## src/rtl/cpu_pkg.sv

```systemverilog
// Core-wide constants shared by decode, register file, operand fetch and execute.
// Also holds the forwarding-match helper used by the operand bypass muxes.
package cpu_pkg;

    localparam int DATA_W = 32;
    localparam int ADDR_W = 5;
    localparam int OP_W   = 6;

    localparam logic [OP_W-1:0] OP_NOP  = 6'd0;
    localparam logic [OP_W-1:0] OP_ADD  = 6'd1;
    localparam logic [OP_W-1:0] OP_SUB  = 6'd2;
    localparam logic [OP_W-1:0] OP_AND  = 6'd3;
    localparam logic [OP_W-1:0] OP_OR   = 6'd4;
    localparam logic [OP_W-1:0] OP_LOAD = 6'd5;
    localparam logic [OP_W-1:0] OP_STOR = 6'd6;
    localparam logic [OP_W-1:0] OP_BR   = 6'd7;

    // True when a pending write targets the register being read.
    function automatic logic fwd_hit(input logic en,
                                     input logic [ADDR_W-1:0] wr_addr,
                                     input logic [ADDR_W-1:0] rd_addr);
        fwd_hit = en && (wr_addr == rd_addr);
    endfunction

endpackage

```

## src/rtl/bypass_mux.sv

```systemverilog
// Three-way priority operand select: live writeback, then one-edge-old
// writeback still invisible in the register file, then register file data.
module bypass_mux #(
    parameter int DATA_W = cpu_pkg::DATA_W,
    parameter int ADDR_W = cpu_pkg::ADDR_W
) (
    input  logic [ADDR_W-1:0] rs,
    input  logic              wb_en,
    input  logic [ADDR_W-1:0] wb_addr,
    input  logic [DATA_W-1:0] wb_data,
    input  logic              h_v,
    input  logic [ADDR_W-1:0] h_addr,
    input  logic [DATA_W-1:0] h_data,
    input  logic [DATA_W-1:0] q,
    output logic [DATA_W-1:0] operand
);
    import cpu_pkg::*;

    // Newest producer wins.
    always_comb begin
        operand = q;
        if (fwd_hit(wb_en, wb_addr, rs)) begin
            operand = wb_data;
        end else if (fwd_hit(h_v, h_addr, rs)) begin
            operand = h_data;
        end else begin
            operand = q;
        end
    end

endmodule

```

## src/rtl/operand_fetch.sv

```systemverilog
// Register-read stage: drives RF read ports, resolves both operands against
// in-flight writebacks and holds them in the ID/EX register under valid/ready.
module operand_fetch #(
    parameter int DATA_W = cpu_pkg::DATA_W,
    parameter int ADDR_W = cpu_pkg::ADDR_W,
    parameter int OP_W   = cpu_pkg::OP_W
) (
    input  logic              CLK,
    input  logic              RST_n,
    input  logic              flush,
    input  logic              in_valid,
    output logic              in_ready,
    input  logic [ADDR_W-1:0] in_rs1,
    input  logic [ADDR_W-1:0] in_rs2,
    input  logic [ADDR_W-1:0] in_rd,
    input  logic [OP_W-1:0]   in_op,
    input  logic [DATA_W-1:0] in_imm,
    output logic [ADDR_W-1:0] Ra,
    output logic [ADDR_W-1:0] Rb,
    output logic              RD_en,
    input  logic [DATA_W-1:0] Qa,
    input  logic [DATA_W-1:0] Qb,
    input  logic              wb_en,
    input  logic [ADDR_W-1:0] wb_addr,
    input  logic [DATA_W-1:0] wb_data,
    output logic              ex_valid,
    input  logic              ex_ready,
    output logic [DATA_W-1:0] ex_a,
    output logic [DATA_W-1:0] ex_b,
    output logic [ADDR_W-1:0] ex_rd,
    output logic [OP_W-1:0]   ex_op,
    output logic [DATA_W-1:0] ex_imm
);

    logic              h_v;
    logic [ADDR_W-1:0] h_addr;
    logic [DATA_W-1:0] h_data;
    logic [DATA_W-1:0] opnd_a;
    logic [DATA_W-1:0] opnd_b;
    logic              capture;

    assign Ra       = in_rs1;
    assign Rb       = in_rs2;
    assign RD_en    = in_valid;
    assign in_ready = !ex_valid || ex_ready;
    // RD_en gates capture, so undriven RF data is never latched.
    assign capture  = in_valid && in_ready && !flush;

    bypass_mux #(.DATA_W(DATA_W), .ADDR_W(ADDR_W)) u_byp_a (
        .rs      (in_rs1),
        .wb_en   (wb_en),
        .wb_addr (wb_addr),
        .wb_data (wb_data),
        .h_v     (h_v),
        .h_addr  (h_addr),
        .h_data  (h_data),
        .q       (Qa),
        .operand (opnd_a)
    );

    bypass_mux #(.DATA_W(DATA_W), .ADDR_W(ADDR_W)) u_byp_b (
        .rs      (in_rs2),
        .wb_en   (wb_en),
        .wb_addr (wb_addr),
        .wb_data (wb_data),
        .h_v     (h_v),
        .h_addr  (h_addr),
        .h_data  (h_data),
        .q       (Qb),
        .operand (opnd_b)
    );

    // History of the last writeback; the RF shows it only one edge later.
    // Writebacks are never flushed.
    always_ff @(posedge CLK or negedge RST_n) begin
        if (!RST_n) begin
            h_v    <= 1'b0;
            h_addr <= {ADDR_W{1'b0}};
            h_data <= {DATA_W{1'b0}};
        end else begin
            h_v    <= wb_en;
            h_addr <= wb_addr;
            h_data <= wb_data;
        end
    end

    // ID/EX pipeline register; flush overrides a stall.
    always_ff @(posedge CLK or negedge RST_n) begin
        if (!RST_n) begin
            ex_valid <= 1'b0;
            ex_a     <= {DATA_W{1'b0}};
            ex_b     <= {DATA_W{1'b0}};
            ex_rd    <= {ADDR_W{1'b0}};
            ex_op    <= {OP_W{1'b0}};
            ex_imm   <= {DATA_W{1'b0}};
        end else if (flush) begin
            ex_valid <= 1'b0;
        end else if (capture) begin
            ex_valid <= 1'b1;
            ex_a     <= opnd_a;
            ex_b     <= opnd_b;
            ex_rd    <= in_rd;
            ex_op    <= in_op;
            ex_imm   <= in_imm;
        end else if (ex_ready) begin
            ex_valid <= 1'b0;
        end
    end

endmodule

```

## config.mk

```make
export PLATFORM = sky130hd
export DESIGN_NAME = operand_fetch
export DESIGN_NICKNAME = d
export VERILOG_FILES = /design/src/rtl/cpu_pkg.sv /design/src/rtl/bypass_mux.sv /design/src/rtl/operand_fetch.sv
export SDC_FILE = /design/constraint.sdc
export NUM_CORES = 1
export LEC_CHECK = 0
export CAP_MARGIN = 10
export CORE_ASPECT_RATIO = 1.2
export CORE_UTILIZATION = 43
export DETAILED_ROUTE_END_ITERATION = 7
export GPL_TIMING_DRIVEN = 0
export PLACE_DENSITY = 0.92
export SLEW_MARGIN = 20
export SYNTH_ARGS = -nofsm -noshare
export SYNTH_HDL_FRONTEND = slang
export SYNTH_SLANG_ARGS = --single-unit
```

## constraint.sdc

```tcl
create_clock -name CLK -period 2.1 [get_ports CLK]
set_input_delay 0.42 -clock CLK [delete_from_list [all_inputs] [get_ports CLK]]
set_output_delay 0.42 -clock CLK [all_outputs]
set_load 0.01 [all_outputs]
```

==> results.md <==
- Status: complete, but fails checks
- Failing checks: negative setup slack
- Gate Count Post-Synth: around 670
- R2R cell count: 7
- Total iterations of the first detailed-routing run: 5
- Global-route met1 utilization: 0.341
- Initial DRC count: 612
- CTS tree: built
- RSZ-0062 raised after global routing: yes
- Fraction of layout cells with a size suffix above 1: 0.145
- Synth area leaders: dfrtp_1 (55%), nand2_1 (11%), a221oi_2 (6.8%), o21ai_0 (5.1%), o21ai_1 (4.5%)
- Die width: approximately 120 um
- Reg-to-Reg End: ex_a[19]
- Synth warnings: 0
- Crit-path cells: xnor2_1 -> nand3_1 -> or4_4 -> buf_8 -> buf_12 -> a221oi_2 -> o21ai_1
- CP max stage delay: around 0.55 ns
- Hold path depth: 2
- Kind of critical path: reg2reg
- #FFs+latches synth: approximately 150
- Initial Utilization: 0.442
- Min-delay src: ex_op[0]
- Busiest layer in global routing: met2
- Hold Crit Class: reg2reg
- Clk_lat worst skew: 0.42 ns
- Max Transition Viols Final: 0
- Core region area: 0.0150 mm2
- DR WL/cell: 20.8 um
- CP Launch Type: register
- Peak VDD IR: ~0.52 mV
- Routed Antenna Nets: 0
- Synth cell count leaders: nand2_1 (195), dfrtp_1 (146), o21ai_0 (68), o21ai_1 (60), clkbuf_1 (38)
- Area grow syn2layout: 60.5%
- Fillers: 1062
- Power share of the clock group: 0.371
- GRT Residual Overflow: 0
- M2 GR Usage: 0.514
- Worst reg2reg path startpoint: h_addr[0]
- Final hold violation count: 0
- Pwr Density: roughly 800 mW/mm2
- Cell with the most instances after synthesis: nand2_1
- CP Data Required Time: ~2.4 ns
- Maximum fanout along the worst path: 10
- Final core occ: 0.710
- Final worst slack: -0.0509 ns
- Sequential share of power: 0.392
- Multi-input logic area: between 0.002 and 0.003 mm2
- Post-synth top area share: 0.550
- Post-layout min period: approximately 2.2 ns
- Switch share: 0.267
- Fmax: about 0.46 GHz
- Comb pwr share: 0.237
- Postcts setup bufs: 0
- DR vias/cell: roughly 5.7
- ANT cells: 0
- Critical path's slowest cell: or4_4
- CTS Buf Count: 17
- I/O pin cnt: 280
- Pin count of the biggest net entering global routing: 80
- Die area: 0.0159 mm2
- Max-cap violation count: 0
- CP Launch Point: h_addr[0]
- Vias in the first global route: between 7000 and 8000
- I/O Buffers: 279
- Final wirelength: ~25000 um
- GRT Resource Usage Total: 0.305
- Normalized max-slew margin: 0.555
- Total power: between 8 and 9 mW
- Sequential-to-total area share from yosys stat: 0.550
- Clk buf depth: 2
- GRT met3 Usage: 0.0666
- Mapped Area: about 0.0066 mm2
- Post-Syn Nets: between 800 and 900
- Crit path arrival time: between 2 and 2.5 ns
- Prevailing post-synth register cell: dfrtp_1
- Worst-path clk slew: 0.06 ns
- Clk root buf: clkbuf_16
- Worst Hold Path EP: ex_op[0]
- Hold Worst Slack: 0.472 ns
- Cell taking the most area after synthesis: dfrtp_1
- Post-synth ARST share: 1.00
- RePlAce Congestion: 0.830
- Pint: roughly 6.3 mW
- Final clock skew: ~0.0059 ns
- Die height: approximately 140 um
- First-pass GRT wire length: roughly 37000 um
- Pleak: approximately 4.5 nW
- Netlist cell types: 26
- H-tree depth: 4
- DRC viols: 0
- Final Cycle Share: 1.02
- Initial antenna violation count: 0
- # rows: 49
- Worst-Margin Slew: 0.668 ns
- Dpl hpwl: about 17000 um
- Number of flops mapped to enable cells by yosys: 0
- Clk sinks: 146
- Mapped Avg Cell Area: between 9 and 10 um2
- Final setup viols: 10
- R2r setup slk: -0.05 ns
- Post-Place Worst Slack: -0.814 ns
- FF+latch area: 0.00365 mm2
- Switching power: approximately 2.3 mW
- DR vias: approximately 6700
- Setup TNS Final: -0.157 ns
- Nets: 1126
- Element type at the critical path end: register
[registers in the layout (all words and copies together) (netlist names)]
signal,cells
ex_rd,5
ex_op,6
ex_valid,1
ex_a,32
ex_b,32
h_v,1
h_addr,5
ex_imm,32
h_data,32
[through the flow]
| stage | cell area (um2) | instances |
|---|---|---|
| after global routing | 10700 | 1183 |
| after floorplan | 6640 | 667 |
| after global placement | 9690 | 1150 |
| after CTS | 10400 | 1183 |
| after detailed placement | 9730 | 1151 |
| final | 10700 | 1183 |
[kinds of logic (layout without fill, tap and decap cells)]
logic type | Yosys count | after routing | share of synthesized area
simple gates | 244 | 244 | 0.155
flops | 146 | 146 | 0.550
buf+inv | 65 | 377 | 0.0590
xor+xnor | 20 | 20 | 0.0264
compound gates | 192 | 192 | 0.209
[cell usage in the layout, fill, tap and decap left out, types with 3 or more instances in the layout]
| master | netlist | final |
|---|---|---|
| bufinv_16 | 0 | 3 |
| and2_1 | 32 | 32 |
| a221oi_2 | 30 | 52 |
| buf_2 | 3 | 3 |
| dlygate4sd2_1 | 0 | 6 |
| nand2_1 | 195 | 195 |
| dfrtp_1 | 146 | 146 |
| buf_6 | 7 | 6 |
| clkbuf_8 | 0 | 5 |
| nor2_1 | 4 | 3 |
| buf_12 | 3 | 3 |
| xnor2_1 | 16 | 14 |
| a221oi_1 | 34 | 8 |
| clkdlybuf4s50_1 | 0 | 272 |
| clkbuf_2 | 1 | 16 |
| a221oi_4 | 0 | 4 |
| clkbuf_16 | 0 | 18 |
| clkbuf_1 | 38 | 22 |
| o21ai_1 | 60 | 62 |
| o21ai_0 | 68 | 65 |
| xor2_1 | 4 | 4 |
| buf_4 | 11 | 11 |
[worst max-delay path: cells and delay by family, from the launching register on]
family	cells	cell delay, ns
XOR/XNOR	1	0.18
AND/OR/NAND/NOR	2	0.70
buffers and inverters	2	0.32
flip-flops	1	0.41
AO/OA/AOI/OAI	2	0.42
[power by group through the flow]
stage	sequential [mW]	combinational, mW	clock [mW]
floorplan	3.54	0.544	0
global placement	3.40	1.90	0
detailed placement	3.41	1.96	0
CTS	3.37	1.99	3.22
global route	3.41	2.19	3.32
finish	3.38	2.05	3.20
[routing by layer]
| metal | part of all wire | vias to the layer above | wire [um] |
|---|---|---|---|
| met5 | 0 | - | 0 |
| met4 | 0.055 | 0 | 1360 |
| met3 | 0.077 | 112 | 1900 |
| li1 | - | 2911 | - |
| met1 | 0.36 | 3220 | 8780 |
| met2 | 0.51 | 446 | 12500 |
[area by class of cell]
type                       instances  area share
sequential                       146       0.343
buffer                            61      0.0375
timing repair buffer             282       0.268
clock buffer                      24      0.0471
tap                              204      0.0239
inverter                           2    0.000704
clock inverter                     8      0.0116
multi-input combinational        456       0.269
[repair_timing]
action	4_1_cts	5_1_grt
gates resized for setup	29	46
endpoints found under the hold margin	67	0
endpoints found under the setup margin	93	81
pin swaps	1	18
hold buffers	1	0
gates cloned	0	1
[worst max path at each step]
stage                     depth (start not counted)         end  slack [ns]
final                                             7    ex_a[19]       -0.05
after global routing                              7    ex_a[19]       -0.12
after CTS                                         7     ex_b[9]       0.002
after detailed placement                          7    ex_b[26]       -0.81
after global placement                            1  ex_imm[22]       -5.19
after floorplan                                   7    ex_a[10]        0.20
(Power assumes the default switching activity.)
==> patch (same flow settings) <==
`DATA_W`: 32 -> 64.
--- a/src/rtl/cpu_pkg.sv
+++ b/src/rtl/cpu_pkg.sv
@@ -3,5 +3,5 @@
 package cpu_pkg;
 
-    localparam int DATA_W = 32;
+    localparam int DATA_W = 64;
     localparam int ADDR_W = 5;
     localparam int OP_W   = 6;
Interface: changed (7 resized); port bits go from 280 to 504. The function was not compared with the original's and may differ.
==> patch against the unedited design <==
- first-iteration DRC count increased by 58%
- sequential share of layout area is 0.94 points higher
- synthesized area grew 90%
- routed wire length up 110%
- sequential cell count is 128 higher
- worst setup slack better by 72 ps
- largest cell class unchanged
- clock skew rose by 11 ps
- cell area increased by 83%
- power is 85% higher
- register-to-register slack better by 110 ps
==> patch: results (changes against the unedited design) <==
[route] Vias per Instance 5.760 [+1.9%]
[clock_network] latest clock arrival within the worst-skew pair 560 ps [+140 ps]
[status] run status finished clean
[power_and_ir_drop] P_int 11.53 mW [+82%]
[placed_design] DP Wirelength 36,360 µm [+120%]
[setup_path] highest cell delay on the worst timing path 580 ps [+30 ps]
[power_and_ir_drop] portion of total power attributed to combinational logic 0.242 [+0.005]
[synth] largest cells by area after synthesis sky130_fd_sc_hd__dfrtp_1, sky130_fd_sc_hd__a221oi_2, sky130_fd_sc_hd__nand2_1, sky130_fd_sc_hd__o21ai_0, sky130_fd_sc_hd__o21ai_1
[placed_design] gpl congestion 0.9240 [+11%]
[worst_hold_path] type of the worst min-delay path input pin to asynchronous set/reset pin
[synth] top cells by instance count after synthesis sky130_fd_sc_hd__nand2_1, sky130_fd_sc_hd__dfrtp_1, sky130_fd_sc_hd__o21ai_0, sky130_fd_sc_hd__o21ai_1, sky130_fd_sc_hd__a221oi_2
[clock_network] Max H-tree Level 1 [-3]
[placed_design] count of buffers from port buffering 503 [+80%]
[synth] synthesized-area fraction occupied by ao, oa, aoi and oai cells 0.2497 [+0.04061]
[setup_path] slowest cell on the critical path sky130_fd_sc_hd__clkdlybuf4s50_1
[setup_path] reg-to-reg setup timing slack 60 ps [+110 ps]
[placed_design] Placed Instance Area 18,230 µm² [+87%]
[global_routing] met2 usage in global routing 0.5582 [+0.04449]
[synth] synthesized netlist cell count 1,232 [+85%]
[global_routing] GR met1 Demand/Resource 0.3680 [+0.02705]
[power_and_ir_drop] Peak supply drop 0.7221 mV [+38%]
[cells_and_area] fillers 1,958 [+84%]
[synth] syn nets 1,520 [+84%]
[cells_and_area] total number of nets in the final design 2,055 [+83%]
[route] wirelength, routed 51,450 µm [+110%]
[placed_design] placement-stage worst setup slack -968.5 ps [-154.7 ps]
[setup_path] crit path DAT 1660 ps [-780 ps]
[sta] worst clock skew on the final layout 16.45 ps [+10.59 ps]
[power_and_ir_drop] clock power share 0.360 [-0.011]
[setup_path] cell family with the largest share of critical-path delay buffers and inverters
[setup_path] endpoint of the lowest-slack register-to-register path ex_a[38]$_DFFE_PN0P_
[sta] slew at the pin with the worst max-slew slack 759.0 ps [+91.17 ps]
[global_routing] vias in the first global route 13,184 [+85%]
[cells_and_area] combined area of the multi-input logic cells 5280 µm² [+84%]
[synth] sequential element share of the synthesized area 0.5431 [-0.007055]
[global_routing] wire length of the first global-routing pass 76,700 µm [+110%]
-- patch: changes by cell type in the layout (fill, tap and decap cells not counted), sizes merged, moves of 6 or more --
cell / unedited run / this run
o21ai: 128 / 256
nand2: 195 / 357
dfrtp: 146 / 274
diode: 0 / 6
clkdlybuf4s50: 272 / 493
and2: 32 / 64
a221oi: 64 / 128
clkbuf: 61 / 96
buf: 27 / 54
-- patch: kinds of logic after synthesis --
group | after synthesis
and+or+nand+nor | 438
DFF | 274
buffers and inverters | 116
AOI/OAI and AO/OA | 384
xor gates and xnor gates | 20
-- patch: timing repair --
item,in CTS,in global routing
endpoints found under the setup margin,206,128
hold buffers,1,0
endpoints found under the hold margin,99,0
pin swaps,0,5
resized for setup,27,74
-- patch: cell type report --
class	instances	area share
Tap cell	385	0.02474
Timing Repair Buffer	507	0.2634
Buffer	112	0.03297
Inverter	2	0.0003856
Antenna cell	6	0.0007712
Sequential cell	274	0.3522
Clock buffer	34	0.04030
Multi-Input combinational cell	842	0.2712
Clock inverter	18	0.01401
-- patch: metal layers --
metal  up-vias  wire length [µm]  share of wire
li1       5401                 -              -
met1      6059             17260           0.34
met2       838             24900           0.48
met3       253              5527           0.11
met4         6              3718          0.072
met5         -                38        0.00074
-- patch: worst max-delay path by stage --
stage                                 to  startpoint  cells after the start  slack (ps)
floorplan           ex_a[10]$_DFFE_PN0P_   in_rs1[1]                      7         340
global placement    ex_b[29]$_DFFE_PN0P_       RST_n                      1      -10980
detailed placement  ex_a[50]$_DFFE_PN0P_   in_rs1[4]                      7        -970
CTS                 ex_b[16]$_DFFE_PN0P_   in_rs2[2]                      7        0.01
global route        ex_a[36]$_DFFE_PN0P_   in_rs1[1]                      7         -30
finish                             Rb[2]   in_rs2[2]                      3          20
